### src/rtl/gomoku_pkg.sv
// Shared Gomoku definitions: cell encoding, board geometry and the
// board_store FSM state set.
package gomoku_pkg;

  localparam int unsigned BOARD_DIM   = 16;
  localparam int unsigned BOARD_CELLS = BOARD_DIM * BOARD_DIM;

  typedef logic [1:0] cell_t;

  localparam cell_t CELL_EMPTY = 2'd0;
  localparam cell_t CELL_BLACK = 2'd1;
  localparam cell_t CELL_WHITE = 2'd2;

  typedef enum logic [2:0] {
    CLEAR,
    IDLE,
    LOOKUP,
    JUDGE,
    COMMIT,
    REPORT
  } state_t;

endpackage

### src/rtl/board_ram.sv
// 256x2 dual-port board storage.
// Port A: synchronous read/write (FSM and wipe).
// Port B: synchronous read-only, write-first bypass against port A.
module board_ram
  import gomoku_pkg::*;
#(
  parameter int unsigned ADDR_W = 8,
  parameter int unsigned CELL_W = 2
) (
  input  logic              clk,
  input  logic              resetn,
  input  logic              we_a,
  input  logic [ADDR_W-1:0] addr_a,
  input  logic [CELL_W-1:0] din_a,
  output logic [CELL_W-1:0] dout_a,
  input  logic [ADDR_W-1:0] addr_b,
  output logic [CELL_W-1:0] dout_b
);

  logic [CELL_W-1:0] mem [BOARD_CELLS];

  // Storage array; contents are only ever cleared by the wipe sweep
  always_ff @(posedge clk) begin
    if (we_a) mem[addr_a] <= din_a;
  end

  // Registered read ports; port B forwards a same-cycle port A write
  always_ff @(posedge clk or negedge resetn) begin
    if (!resetn) begin
      dout_a <= '0;
      dout_b <= '0;
    end else begin
      dout_a <= mem[addr_a];
      dout_b <= (we_a && (addr_a == addr_b)) ? din_a : mem[addr_b];
    end
  end

endmodule

### src/rtl/board_store.sv
// Authoritative 16x16 Gomoku board with valid/ready move interface,
// legality judging, move count/turn tracking and a checker read port.
// Optional macro BOARD_STORE_TURN_CHECK_EN: reject moves whose colour
// differs from next_color.
module board_store
  import gomoku_pkg::*;
#(
  parameter int unsigned ADDR_W = 8,
  parameter int unsigned CELL_W = 2
) (
  input  logic              clk,
  input  logic              resetn,
  input  logic              clear,
  output logic              busy,
  input  logic              mv_valid,
  output logic              mv_ready,
  input  logic [ADDR_W-1:0] mv_addr,
  input  logic [CELL_W-1:0] mv_color,
  output logic              mv_done,
  output logic              mv_ok,
  output logic              check_start,
  output logic [ADDR_W-1:0] last_move,
  output logic [CELL_W-1:0] last_color,
  output logic [CELL_W-1:0] next_color,
  output logic [ADDR_W:0]   move_count,
  output logic              full,
  input  logic [ADDR_W-1:0] rd_addr,
  output logic [CELL_W-1:0] rd_data
);

  state_t            state, state_nx;
  logic [ADDR_W-1:0] sweep;
  logic [ADDR_W-1:0] mv_addr_q;
  logic [CELL_W-1:0] mv_color_q;
  logic              result;
  logic              reject;
  logic              ram_we;
  logic [ADDR_W-1:0] ram_addr;
  logic [CELL_W-1:0] ram_din;
  logic [CELL_W-1:0] ram_dout;

  board_ram #(
    .ADDR_W (ADDR_W),
    .CELL_W (CELL_W)
  ) u_ram (
    .clk    (clk),
    .resetn (resetn),
    .we_a   (ram_we),
    .addr_a (ram_addr),
    .din_a  (ram_din),
    .dout_a (ram_dout),
    .addr_b (rd_addr),
    .dout_b (rd_data)
  );

  assign full = (move_count == {1'b1, {ADDR_W{1'b0}}});

  // Legality of the captured move, judged against the cell read in LOOKUP
  always_comb begin
    reject = (ram_dout != CELL_EMPTY) || (mv_color_q == 2'd0) ||
             (mv_color_q == 2'd3) || full;
`ifdef BOARD_STORE_TURN_CHECK_EN
    if (mv_color_q != next_color) reject = 1'b1;
`endif
  end

  // State register plus move capture, result and board bookkeeping
  always_ff @(posedge clk or negedge resetn) begin
    if (!resetn) begin
      state      <= CLEAR;
      sweep      <= '0;
      mv_addr_q  <= '0;
      mv_color_q <= '0;
      result     <= 1'b0;
      move_count <= '0;
      last_move  <= '0;
      last_color <= '0;
      next_color <= CELL_BLACK;
    end else begin
      state <= state_nx;
      case (state)
        CLEAR: sweep <= sweep + 1'b1;
        IDLE: begin
          if (clear) begin
            move_count <= '0;
            next_color <= CELL_BLACK;
            sweep      <= '0;
          end else if (mv_valid) begin
            mv_addr_q  <= mv_addr;
            mv_color_q <= mv_color;
          end
        end
        JUDGE: result <= !reject;
        COMMIT: begin
          move_count <= move_count + 1'b1;
          last_move  <= mv_addr_q;
          last_color <= mv_color_q;
          next_color <= (next_color == CELL_BLACK) ? CELL_WHITE : CELL_BLACK;
        end
        default: ;
      endcase
    end
  end

  // Next-state, handshake/result outputs and storage port A control
  always_comb begin
    state_nx    = state;
    busy        = 1'b0;
    mv_ready    = 1'b0;
    mv_done     = 1'b0;
    mv_ok       = 1'b0;
    check_start = 1'b0;
    ram_we      = 1'b0;
    ram_addr    = mv_addr_q;
    ram_din     = mv_color_q;
    case (state)
      CLEAR: begin
        busy     = 1'b1;
        ram_we   = 1'b1;
        ram_addr = sweep;
        ram_din  = CELL_EMPTY;
        if (sweep == '1) state_nx = IDLE;
      end
      IDLE: begin
        mv_ready = !clear;
        if (clear)         state_nx = CLEAR;
        else if (mv_valid) state_nx = LOOKUP;
      end
      LOOKUP: state_nx = JUDGE;
      JUDGE:  state_nx = reject ? REPORT : COMMIT;
      COMMIT: begin
        ram_we   = 1'b1;
        state_nx = REPORT;
      end
      REPORT: begin
        mv_done     = 1'b1;
        mv_ok       = result;
        check_start = result;
        state_nx    = IDLE;
      end
      default: state_nx = CLEAR;
    endcase
  end

endmodule

### config.mk
export PLATFORM = sky130hd
export DESIGN_NAME = board_store
export DESIGN_NICKNAME = d
export VERILOG_FILES = /design/src/rtl/gomoku_pkg.sv /design/src/rtl/board_ram.sv /design/src/rtl/board_store.sv
export SDC_FILE = /design/constraint.sdc
export NUM_CORES = 1
export LEC_CHECK = 0
export ABC_AREA = 1
export CORE_ASPECT_RATIO = 0.5
export CORE_MARGIN = 2
export CORE_UTILIZATION = 45
export DETAILED_ROUTE_END_ITERATION = 8
export PLACE_DENSITY = 0.66
export SLEW_MARGIN = 0
export SYNTH_ARGS = -nofsm -noshare
export SYNTH_HDL_FRONTEND = slang
export SYNTH_HIERARCHICAL = 1
export SYNTH_SLANG_ARGS = --single-unit
### constraint.sdc
create_clock -name clk -period 11.29 [get_ports clk]
set_clock_uncertainty 0.2 [all_clocks]
set_input_delay 1.129 -clock clk [delete_from_list [all_inputs] [get_ports clk]]
set_output_delay 1.129 -clock clk [all_outputs]
set_load 0.05 [all_outputs]
==> summary.md, run 1 <==
| Metric | Value |
|---|---|
| Area leader, netlist | edfxtp_1 |
| Share of layout cells above drive strength 1 | 4.76% |
| Antenna violations before repair | 0 |
| RSZ-0062 raised after global routing | no |
| Drt first pass iters | 6 |
| Die W | 357 um |
| Slew HR | 16.1% |
| Post-cts sizing count | 0 |
| Power Density | 135 mW/mm2 |
| Num rows | 64 |
| CP Launch Type | flip-flop |
| # nets final | 3011 |
| F_max | 0.158 GHz |
| Avg WL per Cell | 23.0 um |
| Vias | 23.5k |
| Filler instances | 5667 |
| Worst setup margin | 4.96 ns |
| Fin. Hold Viols | 0 |
| Static Leak | 10.7 nW |
| DIE AREA | 0.0644 mm2 |
| Synthesized cell area | 0.0280 mm2 |
| Routed wire length | 88.7 mm |
| Die height | 180 um |
| Maximum VDD drop | 0.000110 V |
| CP required | 11.35 ns |
| Top-count cell post-synth | nand2_1 |
| Synthesis warning total | 6 |
| Critical path arrival | 6.39 ns |
| Vias per cell | 6.10 |
| Crit-path cells | nor2_2 > nand2_4 > o21ai_0 > inv_1 > nor2_4 > buf_4 > inv_1 > nor2_1 > nand2_1 > nor2_1 |
| CTS max path bufs | 3 |
| RD Place Congestion | 0.920 |
| Critical path origin | state[1] |
| DR iter-0 viols | 3253 |
| Dpl hpwl | 50.7 mm |
| Synthesized area per cell | 9.15 um2 |
| CTS Sinks | 559 |
| Pwr Total | 4.11 mW |
| Unique masters post-synth | 35 |
| Max Cap Violations | 0 |
| CP top delay family | simple AND/OR/NAND/NOR gates |
| WP buf/inv | 3 |
| Boundary pin count | 51 |
| Clock tree root driver cell | clkbuf_16 |
| Top-area cell type share of the netlist area | 54.8% |
| CTS tree | yes |
| CTS Buf Count | 52 |
| Synth cell count leaders | nand2_1 (971), edfxtp_1 (512), nand3_1 (509) |
| Final ANT Viol Nets | 0 |
| Seq cells post-synth | 559 |
| Predominant post-synthesis flop cell | edfxtp_1 |
| GRT Residual Overflow | 0 |
| WS Path Type | reg -> reg |
| Worst hold path startpoint | last_move[0] |
| Sequential share of the synthesized area | 59.0% |
| Worst slew pin tran | 1.26 ns |
| Synth area leaders | edfxtp_1 (55%), nand2_1 (13%), nand3_1 (9.1%) |
| Status | finished clean |
| Worst path max stage delay | 0.87 ns |
| Clk_lat worst skew | 0.59 ns |
| CTS clk-pin slew, worst paths | 0.06 ns |
| # Post-CTS Setup Buffers | 0 |
| Final setup viols | 0 |
| Starting Density | 45.7% |
| Part of the cycle the worst path needs | 56.1% |
| DRC | 0 |
| CTS H-tree depth | 2 |
| Critical path's slowest cell | nor2_2 |
| Area Overhead vs Synth | 8.73% |
| Vias in the first global route | 22.3k |
| Port bufs | 50 |
| Syn Nets | 3090 |
| Worst hold-check path type | reg -> reg |
| Pin count of the biggest net entering global routing | 231 |
| Slew Limit Fails | 0 |
| WHS | 0.285 ns |
| CP Max Fanout | 68 |
| Placeable Area | 0.0613 mm2 |
| Ys async rst share | 8.41% |
| Final cell utilization of the core | 49.7% |
| Hold-fix buffers at CTS | 0 |
| Kind of end point of the critical path | flip-flop |
| First-pass GRT wire length | 134 mm |
| Mapped Cells | 3065 |
| Setup TNS | 0 ns |
| Gr usage total | 27.1% |
| Post-synth EDFFs | 512 |
| Crit path time final | 6.33 ns |
| Pre-CTS setup slack | 5.19 ns |
| Worst R2R Start | state[1] |
-- report_power, final --
group / leakage (nW) / internal (mW) / switching [mW] / total, mW
Sequential: 4.06 / 2.23 / 0.00132 / 2.23
Clock: 0.755 / 0.895 / 0.764 / 1.66
Combinational: 5.91 / 0.0628 / 0.155 / 0.218
Total: 10.7 / 3.19 / 0.920 / 4.11
-- registers in the layout (all words and copies together), names as in the netlist --
register      cells
move_count        9
mv_color_q        2
next_color        2
last_move         8
u_ram/dout_a      2
last_color        2
u_ram/mem       512
mv_addr_q         8
state             3
sweep             8
result            1
u_ram/dout_b      2
-- per-stage QoR --
stage | instance area, um2 | instances
after detailed placement | 28900 | 3757
after floorplan | 28000 | 3065
after CTS | 30500 | 3853
final | 30500 | 3854
after global placement | 28900 | 3757
after global routing | 30500 | 3853
-- path summary, 6_finish.rpt --
check	to	cells past startpoint	slack, ns
max reg2reg	u_ram/mem[138][1]	10	4.96
min reg2reg	last_move[0]	2	0.29
min	last_move[0]	2	0.29
min in group asynchronous	mv_addr_q[6]	2	0.45
max	u_ram/mem[138][1]	10	4.96
max in group asynchronous	move_count[2]	2	10.00
-- placed cells by master (no fill, tap or decap), types with 2 or more instances in the layout --
cell type        Yosys  routed
nand2_1            971     970
edfxtp_1           512     512
nand3_1            509     509
nor2_1             339     332
a22oi_1            246     246
inv_1               82      80
clkbuf_16            0      53
dfrtp_1             46      46
clkdlybuf4s50_1      0      45
o21ai_0             36      36
buf_4                7      35
nand4_1             32      32
clkbuf_1            70      21
a21oi_1             17      17
clkinv_1             2      13
a21oi_2              9       9
nor3_1               8       8
nor2_4               0       7
nand2_2              6       7
inv_2                7       6
clkinv_2             0       6
xor2_1               4       4
nand2_4              3       3
ha_1                 3       3
buf_2              117       3
buf_12               0       3
o21ai_1              2       2
inv_6                0       2
inv_8                0       2
clkbuf_8             0       2
inv_4                0       2
nor4_1               2       2
-- logic make-up (layout without fill, tap and decap cells) --
logic type	count (synthesis)	after routing	synth area share, %
AND/OR/NAND/NOR	1873	1873	27.9
flip-flops	559	559	59.0
AO/OA/AOI/OAI	315	315	7.98
buffers and inverters	311	274	4.81
XOR/XNOR	4	4	0.125
adder cells (fa/ha/maj)	3	3	0.134
other	0	1	0
-- worst min-delay path: stages (launching register included) --
cell and delay, ns:
dfrtp_1 0.34, nand2_1 0.05, o21ai_0 0.06
-- area by class of cell --
type	instances	area, um2	share of cell area [%]
well taps	825	1030	3.39
clock buffers	75	1420	4.66
clock inverters	21	130	0.427
flip-flops and latches	559	16600	54.3
multi-input cells	2195	10200	33.4
diodes	1	2.50	0.00821
inverters	91	354	1.16
repair buffers	87	802	2.63
-- metal layers --
layer | share of wire (%) | track usage (%)
met5 | 0 | 0
met4 | 4.1 | 10.4
met3 | 13 | 6.40
met2 | 43 | 40.6
met1 | 40 | 38.3
Power figures use the tool's default switching activity.
==> run 2: changes to the inputs <==
--- a/config.mk
+++ b/config.mk
@@ -10,7 +10,7 @@
 export CORE_MARGIN = 2
 export CORE_UTILIZATION = 45
 export DETAILED_ROUTE_END_ITERATION = 8
-export PLACE_DENSITY = 0.66
+export PLACE_DENSITY = 0.68
 export SLEW_MARGIN = 0
 export SYNTH_ARGS = -nofsm -noshare
 export SYNTH_HDL_FRONTEND = slang
==> constraint.sdc (replaced) <==
create_clock -name clk -period 5.8 [get_ports clk]
set_clock_uncertainty 0.2 [all_clocks]
set_input_delay 0.58 -clock clk [delete_from_list [all_inputs] [get_ports clk]]
set_output_delay 0.58 -clock clk [all_outputs]
set_load 0.05 [all_outputs]
==> summary.md, run 2 (synthesis results as in run 1) <==
| Metric | Value |
|---|---|
| Status | finished clean |
| R2R setup slack | 1.05 ns |
| Top reg by flops | u_ram/mem |
| Kind of end point of the critical path | flip-flop |
| Placeable Area | 0.0613 mm2 |
| Num rows | 64 |
| Vias in the first global route | 22.5k |
| Port bufs | 50 |
| R2R cell count | 15 |
| Fin. Hold Viols | 0 |
| F_max | 0.210 GHz |
| Pre-CTS setup slack | 1.22 ns |
| RD Place Congestion | 0.927 |
| Post-cts sizing count | 0 |
| Final setup viols | 0 |
| CTS max path bufs | 3 |
| # Post-CTS Setup Buffers | 0 |
| DIE AREA | 0.0644 mm2 |
| Final ANT Viol Nets | 0 |
| Share of layout cells above drive strength 1 | 5.75% |
| Vias | 23.9k |
| CTS tree | yes |
| Die height | 180 um |
| Clk_lat worst skew | 0.61 ns |
| WS Path Type | reg -> reg |
| Crit-path most repeated cell | nand2_1 |
| Worst path max stage delay | 0.83 ns |
| Worst hold-check path type | reg -> reg |
| CTS H-tree depth | 2 |
| Slew HR | 6.45% |
| Part of the cycle the worst path needs | 81.9% |
| Worst setup margin | 1.05 ns |
| Max reg flops | 512 |
| Power Density | 268 mW/mm2 |
| WP buf/inv | 3 |
| Boundary pin count | 51 |
| Crit-path cells | nor2_2 > buf_4 > nand2_4 > o21ai_0 > nand2_2 > inv_4 > buf_12 > a22oi_1 > nand2_1 > nand2_1 > nand2_1 > o21ai_0 > nand4_1 > a21oi_1 > nand2_1 |
| CP Max Fanout | 77 |
| RSZ-0062 raised after global routing | no |
| Worst hold path startpoint | last_move[0] |
| Worst slew pin tran | 1.40 ns |
| Reg-to-reg endpoint | u_ram/dout_a[0] |
| Most frequent cells in the layout | nand2_1 (971), edfxtp_1 (512), nand3_1 (509), nor2_1 (332), a22oi_1 (246) |
| Maximum VDD drop | 0.000283 V |
| Dpl hpwl | 51.8 mm |
| Min-Delay Endpoint | last_move[0] |
| First-pass GRT wire length | 134 mm |
| Worst hold stages | 2 |
| Static Leak | 10.9 nW |
| Critical path's slowest cell | inv_4 |
| Slew Limit Fails | 0 |
| Crit path time final | 4.75 ns |
| Starting Density | 45.7% |
| Clock tree root driver cell | clkbuf_16 |
| CTS clk-pin slew, worst paths | 0.07 ns |
| Die W | 357 um |
| # placed instances | 3770 |
| Pin count of the biggest net entering global routing | 164 |
| Max Cap Violations | 0 |
| Worst R2R Start | state[1] |
| Vias per cell | 6.17 |
| CP Launch Type | flip-flop |
| CTS Buf Count | 52 |
| DRC | 0 |
| Avg WL per Cell | 22.9 um |
| Largest registers | u_ram/mem x512, move_count x9 |
| Commonest non-fill, non-tap cell in the layout | nand2_1 |
| DR iter-0 viols | 3447 |
| Area Overhead vs Synth | 10.0% |
| GRT Residual Overflow | 0 |
| Critical path arrival | 5.09 ns |
| CP top delay family | buffers and inverters |
| CTS Sinks | 559 |
| # nets final | 3025 |
| Routed wire length | 88.6 mm |
| Drt first pass iters | 6 |
| CP required | 6.14 ns |
| Post-route insts no fill | 3870 |
| Gr usage total | 27.0% |
| Final cell utilization of the core | 50.3% |
| Antenna violations before repair | 1 |
## run 2: worst max-delay path by stage
stage | start | endpoint | slack (ns) | cells after the start
3_5_place_dp | state[1] | u_ram/dout_a[0] | 1.22 | 15
3_3_place_gp | state[1] | u_ram/dout_a[0] | 1.34 | 15
5_1_grt | state[1] | u_ram/dout_a[0] | 0.82 | 15
2_1_floorplan | state[1] | u_ram/mem[0][0] | -2.56 | 4
6_report | state[1] | u_ram/dout_a[0] | 1.05 | 15
4_1_cts | state[1] | u_ram/dout_a[0] | 1.22 | 15
## run 2: layer usage
| layer | up-vias | global-route usage [%] | part of all wire [%] |
|---|---|---|---|
| met5 | - | 0 | 0.014 |
| met4 | 2 | 10.1 | 4.1 |
| met3 | 290 | 7.06 | 13 |
| met2 | 1627 | 40.5 | 44 |
| met1 | 11400 | 37.7 | 39 |
| li1 | 10500 | - | - |
## run 2: final cells by class
class / count / area, um2
antenna: 1 / 2.50
inverter: 91 / 354
tap: 825 / 1030
timing repair buffer: 101 / 972
sequential: 559 / 16600
clock inverter: 31 / 300
clock buffer: 67 / 1440
fill: 5625 / 30500
multi-input combinational: 2195 / 10200
## run 2: worst reg2reg max path, stage by stage (launching register included)
cell and delay [ns]:
dfrtp_1 0.44, nor2_2 0.10, buf_4 0.30, nand2_4 0.19, o21ai_0 0.82, nand2_2 0.31
inv_4 0.83, buf_12 0.39, a22oi_1 0.18, nand2_1 0.10, nand2_1 0.05, nand2_1 0.09
o21ai_0 0.28, nand4_1 0.25, a21oi_1 0.08, nand2_1 0.11
## run 2: power breakdown
group | switching, mW | internal (mW)
Sequential | 0.00292 | 4.34
Combinational | 0.309 | 0.124
Clock | 1.55 | 1.95
Total | 1.86 | 6.41
## run 2: metrics by stage
stage               total power, mW  setup TNS, ns  cell area [um2]  hold WS (ns)
floorplan                      4.70       -1312.07            28000        0.0844
global placement               4.84              0            29100         0.273
detailed placement             4.84              0            29100         0.274
CTS                            8.29              0            30800         0.294
global route                   8.49              0            30800         0.318
finish                         8.26              0            30800         0.287
## run 2: repair_timing
action | CTS | global route
endpoints found under the setup margin | 0 | 0
hold endpoints to repair | 46 | 0
hold buffers | 1 | 0
